$ cat src/rtl/hc_stream_xor.sv
// hc_stream_xor: keystream prefetch FIFO and valid/ready XOR stage behind the HC stream cipher core
//   clk, reset_n                      : clock, synchronous active-low reset
//   start                             : pulse to re-init the core and flush all local state
//   core_init, core_next              : one-cycle init / keystream-word requests to the core
//   core_ready, core_s, core_s_valid  : core idle level, keystream word and its strobe
//   din_data/valid/ready              : input word handshake
//   dout_data/valid/ready             : output word (din ^ keystream) handshake
//   word_count, busy                  : words output since start, high while initialising
module hc_stream_xor #(
    parameter int FIFO_DEPTH = 4
) (
    input  logic        clk,
    input  logic        reset_n,
    input  logic        start,
    output logic        core_init,
    output logic        core_next,
    input  logic        core_ready,
    input  logic [31:0] core_s,
    input  logic        core_s_valid,
    input  logic [31:0] din_data,
    input  logic        din_valid,
    output logic        din_ready,
    output logic [31:0] dout_data,
    output logic        dout_valid,
    input  logic        dout_ready,
    output logic [31:0] word_count,
    output logic        busy
);
    localparam int AW = $clog2(FIFO_DEPTH);
    localparam logic [AW:0] DEPTH_W = FIFO_DEPTH[AW:0];

    typedef enum logic [1:0] {ST_IDLE, ST_INIT, ST_RUN} state_t;

    state_t        r_state;
    logic [31:0]   r_fifo [FIFO_DEPTH];
    logic [AW-1:0] r_wr;
    logic [AW-1:0] r_rd;
    logic [AW:0]   r_cnt;
    logic          r_pending;
    logic          r_core_init;
    logic          r_core_next;
    logic          r_dout_valid;
    logic [31:0]   r_dout_data;
    logic [31:0]   r_word_count;
    logic          r_busy;
    logic          w_push;
    logic          w_pop;

    // Only a word we actually asked for is captured; stale or spurious strobes are dropped.
    assign w_push    = core_s_valid && r_pending;
    assign din_ready = (r_state == ST_RUN) && (r_cnt != '0) && (!r_dout_valid || dout_ready);
    assign w_pop     = din_valid && din_ready;

    assign core_init  = r_core_init;
    assign core_next  = r_core_next;
    assign dout_data  = r_dout_data;
    assign dout_valid = r_dout_valid;
    assign word_count = r_word_count;
    assign busy       = r_busy;

    always_ff @(posedge clk) begin
        if (!reset_n) begin
            r_state      <= ST_IDLE;
            r_wr         <= '0;
            r_rd         <= '0;
            r_cnt        <= '0;
            r_pending    <= 1'b0;
            r_core_init  <= 1'b0;
            r_core_next  <= 1'b0;
            r_dout_valid <= 1'b0;
            r_dout_data  <= '0;
            r_word_count <= '0;
            r_busy       <= 1'b0;
        end else if (start) begin
            r_state      <= ST_INIT;
            r_wr         <= '0;
            r_rd         <= '0;
            r_cnt        <= '0;
            r_pending    <= 1'b0;
            r_core_init  <= 1'b1;
            r_core_next  <= 1'b0;
            r_dout_valid <= 1'b0;
            r_word_count <= '0;
            r_busy       <= 1'b1;
        end else begin
            r_core_init <= 1'b0;
            r_core_next <= 1'b0;
            // core_ready still reflects the pre-init core while core_init is high.
            if (r_state == ST_INIT && !r_core_init && core_ready) begin
                r_state <= ST_RUN;
                r_busy  <= 1'b0;
            end
            // One outstanding request at most, so a free slot is guaranteed for its word.
            if (w_push) begin
                r_pending <= 1'b0;
            end else if (r_state == ST_RUN && !r_pending && core_ready && r_cnt < DEPTH_W) begin
                r_core_next <= 1'b1;
                r_pending   <= 1'b1;
            end
            if (w_push) begin
                r_fifo[r_wr] <= core_s;
                r_wr         <= r_wr + 1'b1;
            end
            if (w_pop) begin
                r_rd         <= r_rd + 1'b1;
                r_dout_data  <= din_data ^ r_fifo[r_rd];
                r_dout_valid <= 1'b1;
                r_word_count <= r_word_count + 32'd1;
            end else if (r_dout_valid && dout_ready) begin
                r_dout_valid <= 1'b0;
            end
            r_cnt <= r_cnt + {{AW{1'b0}}, w_push} - {{AW{1'b0}}, w_pop};
        end
    end
endmodule

$ cat config.mk
export PLATFORM = sky130hd
export DESIGN_NAME = hc_stream_xor
export DESIGN_NICKNAME = d
export VERILOG_FILES = /design/src/rtl/hc_stream_xor.sv
export SDC_FILE = /design/constraint.sdc
export NUM_CORES = 1
export LEC_CHECK = 0
export ABC_CLOCK_PERIOD_IN_PS = 5300
export CELL_PAD_IN_SITES_DETAIL_PLACEMENT = 0
export CELL_PAD_IN_SITES_GLOBAL_PLACEMENT = 1
export CORE_UTILIZATION = 25
export CTS_CLUSTER_SIZE = 16
export DETAILED_ROUTE_END_ITERATION = 16
export GPL_TIMING_DRIVEN = 0
export PLACE_DENSITY = 0.62
export SETUP_SLACK_MARGIN = 0.5
export SYNTH_ARGS = -nofsm -noshare
export SYNTH_HDL_FRONTEND = slang
export SYNTH_SLANG_ARGS = --single-unit
export TNS_END_PERCENT = 50
$ cat constraint.sdc
create_clock -name clk -period 5.3 [get_ports clk]
set_clock_uncertainty 0.2 [all_clocks]
set_input_delay 1.06 -clock clk [delete_from_list [all_inputs] [get_ports clk]]
set_output_delay 1.06 -clock clk [all_outputs]
set_load 0.005 [all_outputs]
Word-level counts from Yosys, hierarchy flattened --
Memories as Yosys holds them, arrays and structs flattened. A register that Yosys moved wholly into a read port is not among the register bits. Index checks and enable logic that the tools add are counted. W data, S select, Z words.
Storage, ports and cells: bits in registers 78, word-level logic and storage cells 58, RAM bits 128, memories 1, input port bits 71
Cells by class: mux-type cells 14, reduce and logical (&&, ||, !) cells 20, bitwise gates (word level) 3, equal/unequal tests 2, magnitude comparators 1, add/subtract/negate cells 5
Memory list:
- r_fifo | words 4, width 32, read ports 1, clocked after memory_dff 1, write ports 1, line 35 | logic [31:0] r_fifo [FIFO_DEPTH];
Operator list (count):
- $add A32 B1 Y32 const B | 1
- $xor A32 B32 Y32 | 1
- $mux W1 | 12
- $logic_and A1 B1 Y1 | 10
- $add A2 B1 Y2 const B | 2
- $mux W2 | 2
- $reduce_bool A2 Y1 | 2
- $add A3 B1 Y3 | 1
- $logic_not A1 Y1 | 3
- $lt A3 B3 Y1 const B | 1
- $reduce_bool A3 Y1 | 1
- $reduce_or A3 Y1 | 1
- $sub A3 B1 Y3 | 1
- $eq A2 B1 Y1 const B | 1
- $eq A2 B2 Y1 const B | 1
- $not A1 Y1 | 2
- $reduce_and A2 Y1 | 1
- $reduce_or A2 Y1 | 1
- $logic_or A1 B1 Y1 | 1

Logic depth before layout (Yosys ltp) --
Gate-level depths: netlist of run 1.
word-level depth 6, depth in mapped cells 13, gate-level depth less buffers 11

Worst setup path before layout of run 1 --
No wires, ideal clock.
kind input -> register, from input dout_ready, to register r_cnt[2], path slack 1.940 ns, library setup time 0.128 ns, path buffers 2, arrival 3.033 ns, stages 13, data required time 4.972 ns, cells stage by stage nand2b_1 > nand4_1 > clkbuf_1 > inv_2 > buf_2 > ha_1 > inv_1 > ha_1 > inv_1 > fa_1 > xor2_1 > xnor2_1 > nor2_1
Between the ends: longest elaborated chain between the ends 4
RTL lines:
- start, declared | line 25 | input logic dout_ready,
- $logic_or A1 B1 Y1 | line 51 | assign din_ready = (r_state == ST_RUN) && (r_cnt != '0) && (!r_dout_valid || dout_ready);
- $logic_and A1 B1 Y1 | line 51
- $logic_and A1 B1 Y1 | line 52 | assign w_pop = din_valid && din_ready;
- named net w_pop | line 47 | logic w_pop;
- $sub A3 B1 Y3 | line 112 | r_cnt <= r_cnt + {{AW{1'b0}}, w_push} - {{AW{1'b0}}, w_pop};
- end signal, assigned | line 112
- end, declared | line 38 | logic [AW:0] r_cnt;
The timed path passes the listed nets, and every way through them passes these cells. A chain may end at the register's enable or synchronous reset.

Worst setup path after layout of run 1 --
Ends and elaborated chain as after synthesis.

==> results of run 1 <==
cell usage after synthesis (all sizes together):
| cell | n |
|---|---|
| nor4 | 1 |
| nor3 | 3 |
| o31ai | 20 |
| mux4 | 32 |
| a21oi | 29 |
| xor2 | 1 |
| o311ai | 2 |
| nor2 | 13 |
| nand3 | 40 |
| or3 | 7 |
| a41o | 3 |
| nand2b | 4 |
| clkbuf | 20 |
| dfxtp | 79 |
| nand2 | 19 |
| inv | 12 |
| fa | 1 |
| buf | 18 |
| and3 | 6 |
| xnor2 | 36 |
| o211a | 32 |
| a31o | 1 |
| o41ai | 1 |
| edfxtp | 128 |
| a21boi | 1 |
| a31oi | 4 |
| ha | 7 |
| nand4 | 12 |
| nor2b | 3 |
| nand4b | 1 |
| o21ai | 7 |
| and2 | 9 |
| and4 | 7 |
| or4 | 22 |
worst min path at each step:
stage               slack [ns]             end  cells after the start
finish                    0.29  word_count[25]                      2
global route              0.31   dout_data[16]                      1
CTS                       0.29  word_count[31]                      2
detailed placement        0.28  word_count[31]                      2
global placement          0.28  word_count[31]                      2
floorplan                 0.26       flip-flop                      2
metrics by stage:
step                setup slack [ns]  util, %  hold slack [ns]  instance area, µm²  total power [mW]
floorplan                       1.94        -            0.260                8390              1.77
global placement               0.726     31.5            0.281               10300              1.85
detailed placement             0.856     31.7            0.281               10400              1.85
CTS                             1.41     34.1            0.290               11200              3.51
global route                    1.25     34.1            0.314               11200              3.59
finish                          1.51     34.1            0.293               11200              3.45
critical path, cell delays in order:
cell and delay (ns):
sky130_fd_sc_hd__clkdlybuf4s50_1 0.49, sky130_fd_sc_hd__nand2b_1 0.13, sky130_fd_sc_hd__nand4_1 0.18, sky130_fd_sc_hd__clkbuf_1 0.29, sky130_fd_sc_hd__inv_2 0.27, sky130_fd_sc_hd__buf_2 0.32, sky130_fd_sc_hd__ha_1 0.28, sky130_fd_sc_hd__inv_1 0.05
sky130_fd_sc_hd__ha_1 0.12, sky130_fd_sc_hd__inv_1 0.04, sky130_fd_sc_hd__fa_1 0.37, sky130_fd_sc_hd__xor2_1 0.17, sky130_fd_sc_hd__xnor2_1 0.14, sky130_fd_sc_hd__nor2_1 0.05
power by group through the flow:
stage | combinational (mW) | clock, mW | sequential [mW]
6_report | 0.107 | 1.64 | 1.71
5_1_grt | 0.116 | 1.77 | 1.71
4_1_cts | 0.109 | 1.70 | 1.71
3_5_place_dp | 0.109 | 0 | 1.74
3_3_place_gp | 0.107 | 0 | 1.74
2_1_floorplan | 0.0267 | 0 | 1.74
state kept, by name, summed over array words and instances (netlist names), 2 cells and up, named ones only:
register,cells
r_wr,2
r_fifo,128
r_rd,2
dout_data,32
r_state,2
word_count,32
r_cnt,3
layout make-up:
cell class | instances | area [µm²]
clock inverters | 14 | 118
clock buffers | 31 | 668
multi-input cells | 324 | 2750
repair buffers | 142 | 1460
fillers | 3215 | 21600
diodes | 1 | 2.50
inverters | 12 | 45.0
plain buffers | 38 | 171
well taps | 442 | 553
flip-flops and latches | 207 | 5430
logic make-up (layout without fill, tap and decap cells):
group	Yosys count	after routing	share of synthesized area [%]
simple gates	147	147	10.1
xor+xnor	37	37	3.86
compound gates	100	100	8.92
other cells	0	1	0
flops	207	207	64.7
fa+ha+maj	8	8	1.28
mux	32	32	8.59
buf+inv	50	237	2.58
metal layers:
layer	vias up	wire, µm	GRT usage (%)
met4	0	303	2.94
met2	136	10100	20.7
met3	27	1440	3.32
met1	2711	10200	17.8
met5	-	0	0
li1	2631	-	-
==> results.md, run 1 <==
* Fmax at 0.264 GHz
* Clock-pin slew reported for the worst setup and hold paths after clock tree synthesis at around 0.060 ns
* Synthesis-to-finish area growth at 33.5%
* Global-route usage over all layers at a little over an eighth
* Post-synthesis register bit count at slightly above 200
* DPL Wire Length at between 15 and 20 mm
* Average wire per cell in the routed design at 18.2 µm
* Fraction of power consumed by sequential logic at 49.5%
* Synthesis warning total at 0
* Final RePlAce weighted congestion at 0.746
* Clock sinks at about 210
* Worst Path Required at between 5 and 6 ns
* Clk Latency, worst-skew pair at around 0.51 ns
* Sw Pwr at between 700 and 800 µW
* Area contributors post-synth: sky130_fd_sc_hd__edfxtp_1 46%, sky130_fd_sc_hd__dfxtp_1 19%, sky130_fd_sc_hd__mux4_2 8.6%
* P per Cell Area at approximately 300 nW/µm²
* Horiz. Die Dim at 185 µm
* DRC violations left at 0
* Result of the run: finished, final reports clean
* Synth area leader: sky130_fd_sc_hd__edfxtp_1
* Remaining global-route overflow at 0
* Worst reg2reg startpoint: r_cnt[2]
* Capture point of the worst reg-to-reg path: r_cnt[2]
* Via count at approximately 5,500
* Commonest non-fill, non-tap cells in the layout: 138 x sky130_fd_sc_hd__clkdlybuf4s50_1, 128 x sky130_fd_sc_hd__edfxtp_1, 79 x sky130_fd_sc_hd__dfxtp_1
* Cell area after synthesis at between 8000 and 9000 µm²
* TritonCTS buffer count at 25
* R2r setup slk at about 2 ns
* Global-route wire length before repair at between 30 and 40 mm
* Most common cell after layout, fill and taps aside: sky130_fd_sc_hd__clkdlybuf4s50_1
* CP endpoint kind: flip-flop
* Number of resized instances in the post-cts repair step at 0
* Antenna violations before repair at 2
* Category of the most critical setup path: input port to flip-flop
* Type of the tightest min-delay check: flip-flop to flip-flop
* Slew at the pin closest to its max-slew limit at between 1 and 1.5 ns
* Count of placed standard cells including taps at 1,165
* Antenna Violating Nets Remaining at 0
* R2r worst-path depth at 13
* TritonCTS clock tree: built
* Final Instance Count excl. Fillers at approximately 1,200
* Via count of the first global-routing pass at 5,577
* Number of buffers inserted to repair setup after CTS at 0
* Arrival @ worst endpoint at 3.97 ns
* Die area at between 30,000 and 40,000 µm²
* Number of top-level design ports at between 100 and 150
* Clock Tree Root: sky130_fd_sc_hd__clkbuf_16
* Core Region at between 30,000 and 40,000 µm²
* Via density per instance at between 4 and 5
* Leak pwr at 3.86 nW
* CP endpoint: r_cnt[2]
* Headroom to the max-slew limit at 27.8%
* Core Rows at 66
* Sequential cell area fraction in the yosys report at 64.7%
* Start point of the worst hold path: word_count[25]
* Maximum fanout encountered on the critical timing path at 10
* Aggregate routed wire length at 22.1 mm
* Critical Path Source Type: input port
* CTS HTree Levels at 1
* Initial DRC count at between 300 and 400
* Starting Density at between 20% and 30%
* Net count, final at between 800 and 900
* Final number of max-transition violations at 0
* Fraction of layout instances using a drive strength above 1 at about an eighth
* Switching share of power at 21.4%
* Gate count after technology mapping at 581
* Number of buffers inserted by port buffering at roughly 140
* Synthesized Nets at 660
* Total negative slack for setup checks at 0 ns
* Total of max-cap violations at 0
* Number of different library cells in the post-synthesis netlist at 39
* Die extent in y at 185 µm
* Proportion of power drawn by combinational gates at under 10%
* Mean post-synth cell area at 14.4 µm²
* Fraction of post-synthesis cell area in the top cell type by area at 45.8%
* Setup repair after global routing missed its margin: no
* Deepest clock path buffer count at 3
* Final critical path time including I/O delays and setup at 3.79 ns
* Peak VDD IR at around 0.00016 V
* Cell Int Power at 2.72 mW
* Part of the power in the clock network at 47.4%
* Cts-stage hold buffer count at 0
* Fin crit share at 71.6%
* Critical Path Source: dout_ready
* Setup-violating endpoint count in the final report at 0
* Maximum number of pins on one net before global-route repair at 20
* Count of final hold-check violations at 0
* First-pass DRT Iterations at 4
Note: power is estimated with default switching activity, not from simulation.
==> run 2: changes to the inputs <==
--- a/config.mk
+++ b/config.mk
@@ -5,7 +5,7 @@
 export SDC_FILE = /design/constraint.sdc
 export NUM_CORES = 1
 export LEC_CHECK = 0
-export ABC_CLOCK_PERIOD_IN_PS = 5300
+export ABC_CLOCK_PERIOD_IN_PS = 3690
 export CELL_PAD_IN_SITES_DETAIL_PLACEMENT = 0
 export CELL_PAD_IN_SITES_GLOBAL_PLACEMENT = 1
 export CORE_UTILIZATION = 25
==> constraint.sdc (replaced) <==
create_clock -name clk -period 3.69 [get_ports clk]
set_clock_uncertainty 0.2 [all_clocks]
set_input_delay 0.738 -clock clk [delete_from_list [all_inputs] [get_ports clk]]
set_output_delay 0.738 -clock clk [all_outputs]
set_load 0.005 [all_outputs]
==> run 2 against run 1 <==
Against the previous run:
- worst setup slack worse by 0.89 ns
- power up 44%
- first-iteration DRC count fell by 5.3%
- register-to-register slack got worse by 1.1 ns
- largest power group unchanged
- non-clock buffer count rose by 4
- utilization is 0.19 points higher
- final cell count up 0.33%
- flip-flop and latch count stayed put
==> results.md, run 2 (synthesized netlist as in run 1, its figures left out) <==
* Via density per instance at 4.53 (-0.40%)
* Setup repair after global routing missed its margin: no
* Initial DRC count at 304 (-5.3%)
* Cts-stage hold buffer count at 0 (unchanged)
* Cell Int Power at 3.90 mW (+44%)
* Result of the run: finished, final reports clean
* Final critical path time including I/O delays and setup at 3.07 ns
* Clock-pin slew reported for the worst setup and hold paths after clock tree synthesis at 0.06 ns (about the same)
* Multi-input gate area at 2750 µm² (unchanged)
* Met3 usage in global routing at 3.28% (-0.039 points)
* Core Region at 32,800 µm² (unchanged)
* Total power of the final layout at 4.97 mW (+44%)
* Busiest metal layer after global routing: met2
* Most common cell after layout, fill and taps aside: sky130_fd_sc_hd__clkdlybuf4s50_1
* Worst Path Required at 2.75 ns (-2.72 ns)
* Number of buffers inserted by port buffering at 138 (unchanged)
* R2r setup slk at 0.91 ns (-1.06 ns)
* DP Worst Slack at -0.432 ns (-1.29 ns)
* TritonCTS clock tree: built
* Met1 Resource Use GR at 17.9% (+0.11 points)
* Sw Pwr at 1.06 mW (+44%)
* Final standard cell utilization of the core at 34.3% (+0.19 points)
* Maximum number of pins on one net before global-route repair at 20 (unchanged)
* Global-route usage over all layers at 13.1% (+0.030 points)
* Start point of the worst hold path: word_count[25]
* P per Cell Area at 441 nW/µm² (+43%)
* Final RePlAce weighted congestion at 0.746 (unchanged)
* Type of the tightest min-delay check: flip-flop to flip-flop
* CTS HTree Levels at 1 (unchanged)
* Average wire per cell in the routed design at 18.2 µm (-0.13%)
* Horiz. Die Dim at 185 µm (unchanged)
* Worst setup margin at 0.621 ns (-0.886 ns)
* Commonest non-fill, non-tap cells in the layout: 138 x sky130_fd_sc_hd__clkdlybuf4s50_1, 128 x sky130_fd_sc_hd__edfxtp_1, 79 x sky130_fd_sc_hd__dfxtp_1
* First-pass DRT Iterations at 4 (unchanged)
* Number of cells on the worst hold path at 2 (unchanged)
* Headroom to the max-slew limit at 25.4% (-2.4 points)
* DPL Wire Length at 15.1 mm (unchanged)
* Fraction of power consumed by sequential logic at 49.4% (about the same)
* Global-route wire length before repair at 33.7 mm (+0.14%)
* Starting Density at 25.6% (unchanged)
* Net count, final at 833 (+0.48%)
* Leak pwr at 3.89 nW (+0.62%)
* Final number of max-transition violations at 0 (unchanged)
* Peak VDD IR at 0.000224 V (+43%)
* Capture point of the worst reg-to-reg path: r_cnt[2]
* Via count at 5,501 (-0.073%)
* Via count of the first global-routing pass at 5,571 (-0.11%)
* Aggregate routed wire length at 22.1 mm (+0.20%)
* Largest register by flop count: r_fifo
* Total negative slack for setup checks at 0 ns (unchanged)
* Fraction of layout instances using a drive strength above 1 at 12.7% (+0.58 points)
* DRC violations left at 0 (unchanged)
* Area of all sequential standard cells at 5430 µm² (unchanged)
* Critical Path Source Type: input port
* Deepest clock path buffer count at 3 (unchanged)
* Part of the power in the clock network at 47.5% (about the same)
* Number of top-level design ports at 140 (unchanged)
* Fmax at 0.326 GHz
* Category of the most critical setup path: input port to output pin
* Flip-flop count of the largest register after layout at 128 (unchanged)
* Area after DPL at 10,400 µm² (unchanged)
* Arrival @ worst endpoint at 2.13 ns (-1.84 ns)
* Count of final hold-check violations at 0 (unchanged)
* Worst-case hold path end point: word_count[25]
* Core Rows at 66 (unchanged)
* Die extent in y at 185 µm (unchanged)
* Post-route design area at 11,300 µm² (+0.55%)
* Switching share of power at 21.4% (+0.063 points)
* Antenna violations before repair at 2 (unchanged)
* Setup-violating endpoint count in the final report at 0 (unchanged)
* Worst reg2reg startpoint: r_cnt[2]
* Die area at 34,300 µm² (unchanged)
* Fill cell count at 3,214 (-0.031%)
* CP endpoint kind: output pin
* Antenna Violating Nets Remaining at 0 (unchanged)
* Maximum fanout encountered on the critical timing path at 4 (-6)
* Synthesis-to-finish area growth at 34.2%
* Total of max-cap violations at 0 (unchanged)
* TritonCTS buffer count at 25 (unchanged)
* Proportion of power drawn by combinational gates at 3.1% (about the same)
* R2r worst-path depth at 13 (unchanged)
* Clock Tree Root: sky130_fd_sc_hd__clkbuf_16
* Fin crit share at between 80% and 90%
* Clock sinks at 207 (unchanged)
* Met2 GRT Util at 20.7% (+0.045 points)
* Remaining global-route overflow at 0 (unchanged)
* Clk Latency, worst-skew pair at 0.51 ns (about the same)
* Slew at the pin closest to its max-slew limit at 1.11 ns (+0.0353 ns)
## run 2: routing by layer
metal / routed length [µm] / vias up
li1: - / 2638
met2: 10200 / 135
met4: 287 / 0
met3: 1460 / 25
met1: 10200 / 2703
met5: 0 / -
## run 2: worst max-delay path, cell delays in order
cell	delay [ns]
sky130_fd_sc_hd__clkdlybuf4s50_1	0.49
sky130_fd_sc_hd__nor2b_1	0.09
sky130_fd_sc_hd__nor3_1	0.26
sky130_fd_sc_hd__clkdlybuf4s50_1	0.55
## run 2: stage by stage
stage                     hold WS [ns]  cells
after floorplan                  0.260    581
after global placement           0.281   1161
after detailed placement         0.281   1165
after CTS                        0.290   1211
after global routing             0.314   1214
final                            0.293   1215
## run 2: repair_timing
action | CTS | global route
setup endpoints to repair | 2 | 1
pin swaps | 1 | 1
gates resized for setup | 6 | 4
buffers inserted | 1 | 3
## run 2: layout make-up
class	count	share of cell area [%]
Inverter	12	0.445
Clock buffer	31	5.94
Clock inverter	14	1.04
Timing Repair Buffer	146	13.3
Antenna cell	1	0.0222
Sequential cell	207	48.2
Tap cell	442	4.91
Buffer	38	1.76
Multi-Input combinational cell	324	24.4
## run 2: how the worst max path moves through the flow
stage	start	endpoint	cells after the start
finish	dout_ready	din_ready	4
CTS	dout_ready	r_cnt[2]	14
detailed placement	dout_ready	r_cnt[2]	14
global placement	start	r_fifo[2][4]	4
floorplan	dout_ready	r_cnt[2]	13
global route	dout_ready	r_cnt[2]	14
## run 2: power groups by stage
stage / combinational, mW / sequential, mW / clock, mW
final: 0.153 / 2.45 / 2.36
after floorplan: 0.0383 / 2.51 / 0
after global routing: 0.166 / 2.45 / 2.54
after detailed placement: 0.156 / 2.50 / 0
after global placement: 0.154 / 2.50 / 0
after CTS: 0.156 / 2.45 / 2.43
==> run 3: changes to the inputs <==
--- a/config.mk
+++ b/config.mk
@@ -5,14 +5,14 @@
 export SDC_FILE = /design/constraint.sdc
 export NUM_CORES = 1
 export LEC_CHECK = 0
-export ABC_CLOCK_PERIOD_IN_PS = 3690
+export ABC_CLOCK_PERIOD_IN_PS = 2560
 export CELL_PAD_IN_SITES_DETAIL_PLACEMENT = 0
 export CELL_PAD_IN_SITES_GLOBAL_PLACEMENT = 1
 export CORE_UTILIZATION = 25
 export CTS_CLUSTER_SIZE = 16
 export DETAILED_ROUTE_END_ITERATION = 16
 export GPL_TIMING_DRIVEN = 0
-export PLACE_DENSITY = 0.62
+export PLACE_DENSITY = 0.63
 export SETUP_SLACK_MARGIN = 0.5
 export SYNTH_ARGS = -nofsm -noshare
 export SYNTH_HDL_FRONTEND = slang
==> constraint.sdc (replaced) <==
create_clock -name clk -period 2.56 [get_ports clk]
set_clock_uncertainty 0.2 [all_clocks]
set_input_delay 0.512 -clock clk [delete_from_list [all_inputs] [get_ports clk]]
set_output_delay 0.512 -clock clk [all_outputs]
set_load 0.005 [all_outputs]
==> run 3 against run 2 <==
Against the previous run:
- final area rose by 6.7%
- utilization rose by 2.3 points
- via count rose by 1.8%
- flip-flop and latch count did not move
- non-clock buffer count rose by 14
- sequential share of layout area fell by 2.3 points
- the flow now finishes with violations (negative setup slack)
- routed wire length rose by 5.7%
==> results.md, run 3 (synthesized netlist as in run 1, its figures left out) <==
* Result of the run: complete, but fails checks
* Violated checks: negative setup slack
* Number of top-level design ports at 140 (unchanged)
* Commonest non-fill, non-tap cells in the layout: 128 x sky130_fd_sc_hd__edfxtp_1, 69 x sky130_fd_sc_hd__clkdlybuf4s50_1, 67 x sky130_fd_sc_hd__dlygate4sd2_1
* Setup-violating endpoint count in the final report at 1 (+1)
* Met3 usage in global routing at 2.62% (-0.67 points)
* Met1 Resource Use GR at 17.9% (about the same)
* Final RePlAce weighted congestion at 0.759 (+1.8%)
* Clock Tree Root: sky130_fd_sc_hd__clkbuf_16
* Deepest clock path buffer count at 3 (unchanged)
* Global-route wire length before repair at 34.5 mm (+2.5%)
* TritonCTS buffer count at 25 (unchanged)
* Net count, final at 851 (+2.2%)
* Total of max-cap violations at 0 (unchanged)
* Die extent in y at 185 µm (unchanged)
* Average wire per cell in the routed design at 19.0 µm (+4.2%)
* Proportion of power drawn by combinational gates at 3.2% (about the same)
* Starting Density at 25.6% (unchanged)
* Total power of the final layout at 7.40 mW (+49%)
* Final number of max-transition violations at 0 (unchanged)
* Headroom to the max-slew limit at 54.5% (+29 points)
* Final standard cell utilization of the core at 36.6% (+2.3 points)
* Maximum number of pins on one net before global-route repair at 33 (+65%)
* Horiz. Die Dim at 185 µm (unchanged)
* Clock sinks at 207 (unchanged)
* Final critical path time including I/O delays and setup at approximately 2.6 ns
* Core Region at 32,800 µm² (unchanged)
* Via count of the first global-routing pass at 5,758 (+3.4%)
* Maximum fanout encountered on the critical timing path at 2 (-2)
* Largest register by flop count: r_fifo
* Most common cell after layout, fill and taps aside: sky130_fd_sc_hd__edfxtp_1
* Fraction of power consumed by sequential logic at 47.6% (-1.8 points)
* Via count at 5,601 (+1.8%)
* CP endpoint kind: flip-flop
* Via density per instance at 4.54 (+0.33%)
* Die area at 34,300 µm² (unchanged)
* Type of the tightest min-delay check: input port to flip-flop
* Cell Int Power at 5.90 mW (+51%)
* TritonCTS clock tree: built
* Clk Latency, worst-skew pair at 0.52 ns (about the same)
* Global-route usage over all layers at 13.3% (+0.27 points)
* DPL Wire Length at 14.3 mm (-4.8%)
* Clock-pin slew reported for the worst setup and hold paths after clock tree synthesis at 0.06 ns (about the same)
* Sw Pwr at 1.50 mW (+41%)
* Busiest metal layer after global routing: met2
* Slew at the pin closest to its max-slew limit at 0.683 ns (-0.426 ns)
* Diode count at 0 (-1)
* Switching share of power at 20.2% (-1.2 points)
* Fmax at just under 0.4 GHz
* Worst setup margin at -0.00453 ns (-0.626 ns)
* Fraction of layout instances using a drive strength above 1 at 29.3% (+17 points)
* Fin crit share at 100%
* Category of the most critical setup path: flip-flop to flip-flop
* Antenna violations before repair at 2 (unchanged)
* Synthesis-to-finish area growth at 43.2%
* Core Rows at 66 (unchanged)
* Remaining global-route overflow at 0 (unchanged)
* Peak VDD IR at 0.000424 V (+89%)
* Count of final hold-check violations at 0 (unchanged)
* Final Instance Count excl. Fillers at 1,233 (+1.5%)
* DP Worst Slack at -0.869 ns (-0.437 ns)
* Critical Path Source Type: flip-flop
* Number of buffers inserted by port buffering at 138 (unchanged)
* Met2 GRT Util at 21.9% (+1.2 points)
* First-pass DRT Iterations at 6 (+2)
* Count of placed standard cells including taps at 1,161 (-0.34%)
* Setup repair after global routing missed its margin: yes
* Part of the power in the clock network at 49.2% (+1.7 points)
* Aggregate routed wire length at 23.4 mm (+5.7%)
* Worst Path Required at 2.75 ns (about the same)
* Area after DPL at 10,400 µm² (about the same)
* DRC violations left at 0 (unchanged)
* Flip-flop count of the largest register after layout at 128 (unchanged)
* Leak pwr at 4.53 nW (+17%)
* Antenna Violating Nets Remaining at 0 (unchanged)
* P per Cell Area at 616 nW/µm² (+40%)
* Cts-stage hold buffer count at 0 (unchanged)
* Arrival @ worst endpoint at 2.75 ns (+0.62 ns)
* Initial DRC count at 271 (-11%)
* Post-route design area at 12,000 µm² (+6.7%)
* CTS HTree Levels at 1 (unchanged)
## run 3: changes by cell type in the layout (fill, tap and decap cells not counted), sizes merged
cell,change
bufinv,+3
clkinvlp,-6
clkbuf,+1
clkdlybuf4s50,-69
diode,-1
buf,+16
dlygate4sd2,+67
dlymetal6s2s,+1
clkinv,+2
and3,+4
## run 3: timing repair
| item | CTS | global route |
|---|---|---|
| setup buffers | 13 | 5 |
| hold endpoints to repair | 0 | 0 |
| endpoints found under the setup margin | 266 | 184 |
| resized for setup | 199 | 63 |
| gates cloned | 4 | 4 |
| pin swaps | 50 | 20 |
## run 3: power by group through the flow
stage                     registers [mW]  logic [mW]  clock network (mW)
final                               3.52       0.234                3.64
after global routing                3.52       0.255                3.88
after CTS                           3.52       0.232                3.74
after detailed placement            3.61       0.227                   0
after floorplan                     3.61      0.0564                   0
after global placement              3.61       0.224                   0
## run 3: final timing paths
path	from	end	slack, ns	cells after the start
setup / recovery	r_cnt[1]	r_cnt[2]	-0.005	13
setup reg to reg	r_cnt[1]	r_cnt[2]	-0.005	13
hold reg to reg	word_count[13]	word_count[13]	0.28	2
hold / removal	reset_n	r_state[0]	0.25	2
## run 3: layout make-up
| type | instances | area [µm²] |
|---|---|---|
| inverters | 12 | 57.6 |
| repair buffers | 160 | 1530 |
| multi-input cells | 328 | 3180 |
| well taps | 442 | 553 |
| fillers | 3222 | 20800 |
| clock inverters | 13 | 168 |
| clock buffers | 33 | 676 |
| plain buffers | 38 | 330 |
| flip-flops and latches | 207 | 5520 |
## run 3: worst max-delay path, stage by stage, from the launching register on
cell                       delay (ns)
sky130_fd_sc_hd__dfxtp_4         0.34
sky130_fd_sc_hd__or3_1           0.34
sky130_fd_sc_hd__nand4_1         0.14
sky130_fd_sc_hd__clkbuf_8        0.19
sky130_fd_sc_hd__inv_12          0.04
sky130_fd_sc_hd__buf_12          0.12
sky130_fd_sc_hd__ha_4            0.20
sky130_fd_sc_hd__inv_2           0.06
sky130_fd_sc_hd__ha_4            0.11
sky130_fd_sc_hd__inv_2           0.03
sky130_fd_sc_hd__fa_2            0.35
sky130_fd_sc_hd__xor2_2          0.16
sky130_fd_sc_hd__xnor2_1         0.14
sky130_fd_sc_hd__nor2_1          0.05
## run 3: per-layer routing
layer	vias to the layer above	share of wire (%)
met4	4	2.0
li1	2688	-
met5	-	0.11
met3	37	4.2
met1	2756	47
met2	116	46
## run 3: stage by stage
stage	hold WS, ns	setup TNS (ns)
floorplan	0.260	0
global placement	0.285	-73.00
detailed placement	0.285	-78.14
CTS	0.263	-0.0447
global route	0.272	-0.0773
finish	0.254	-0.00453
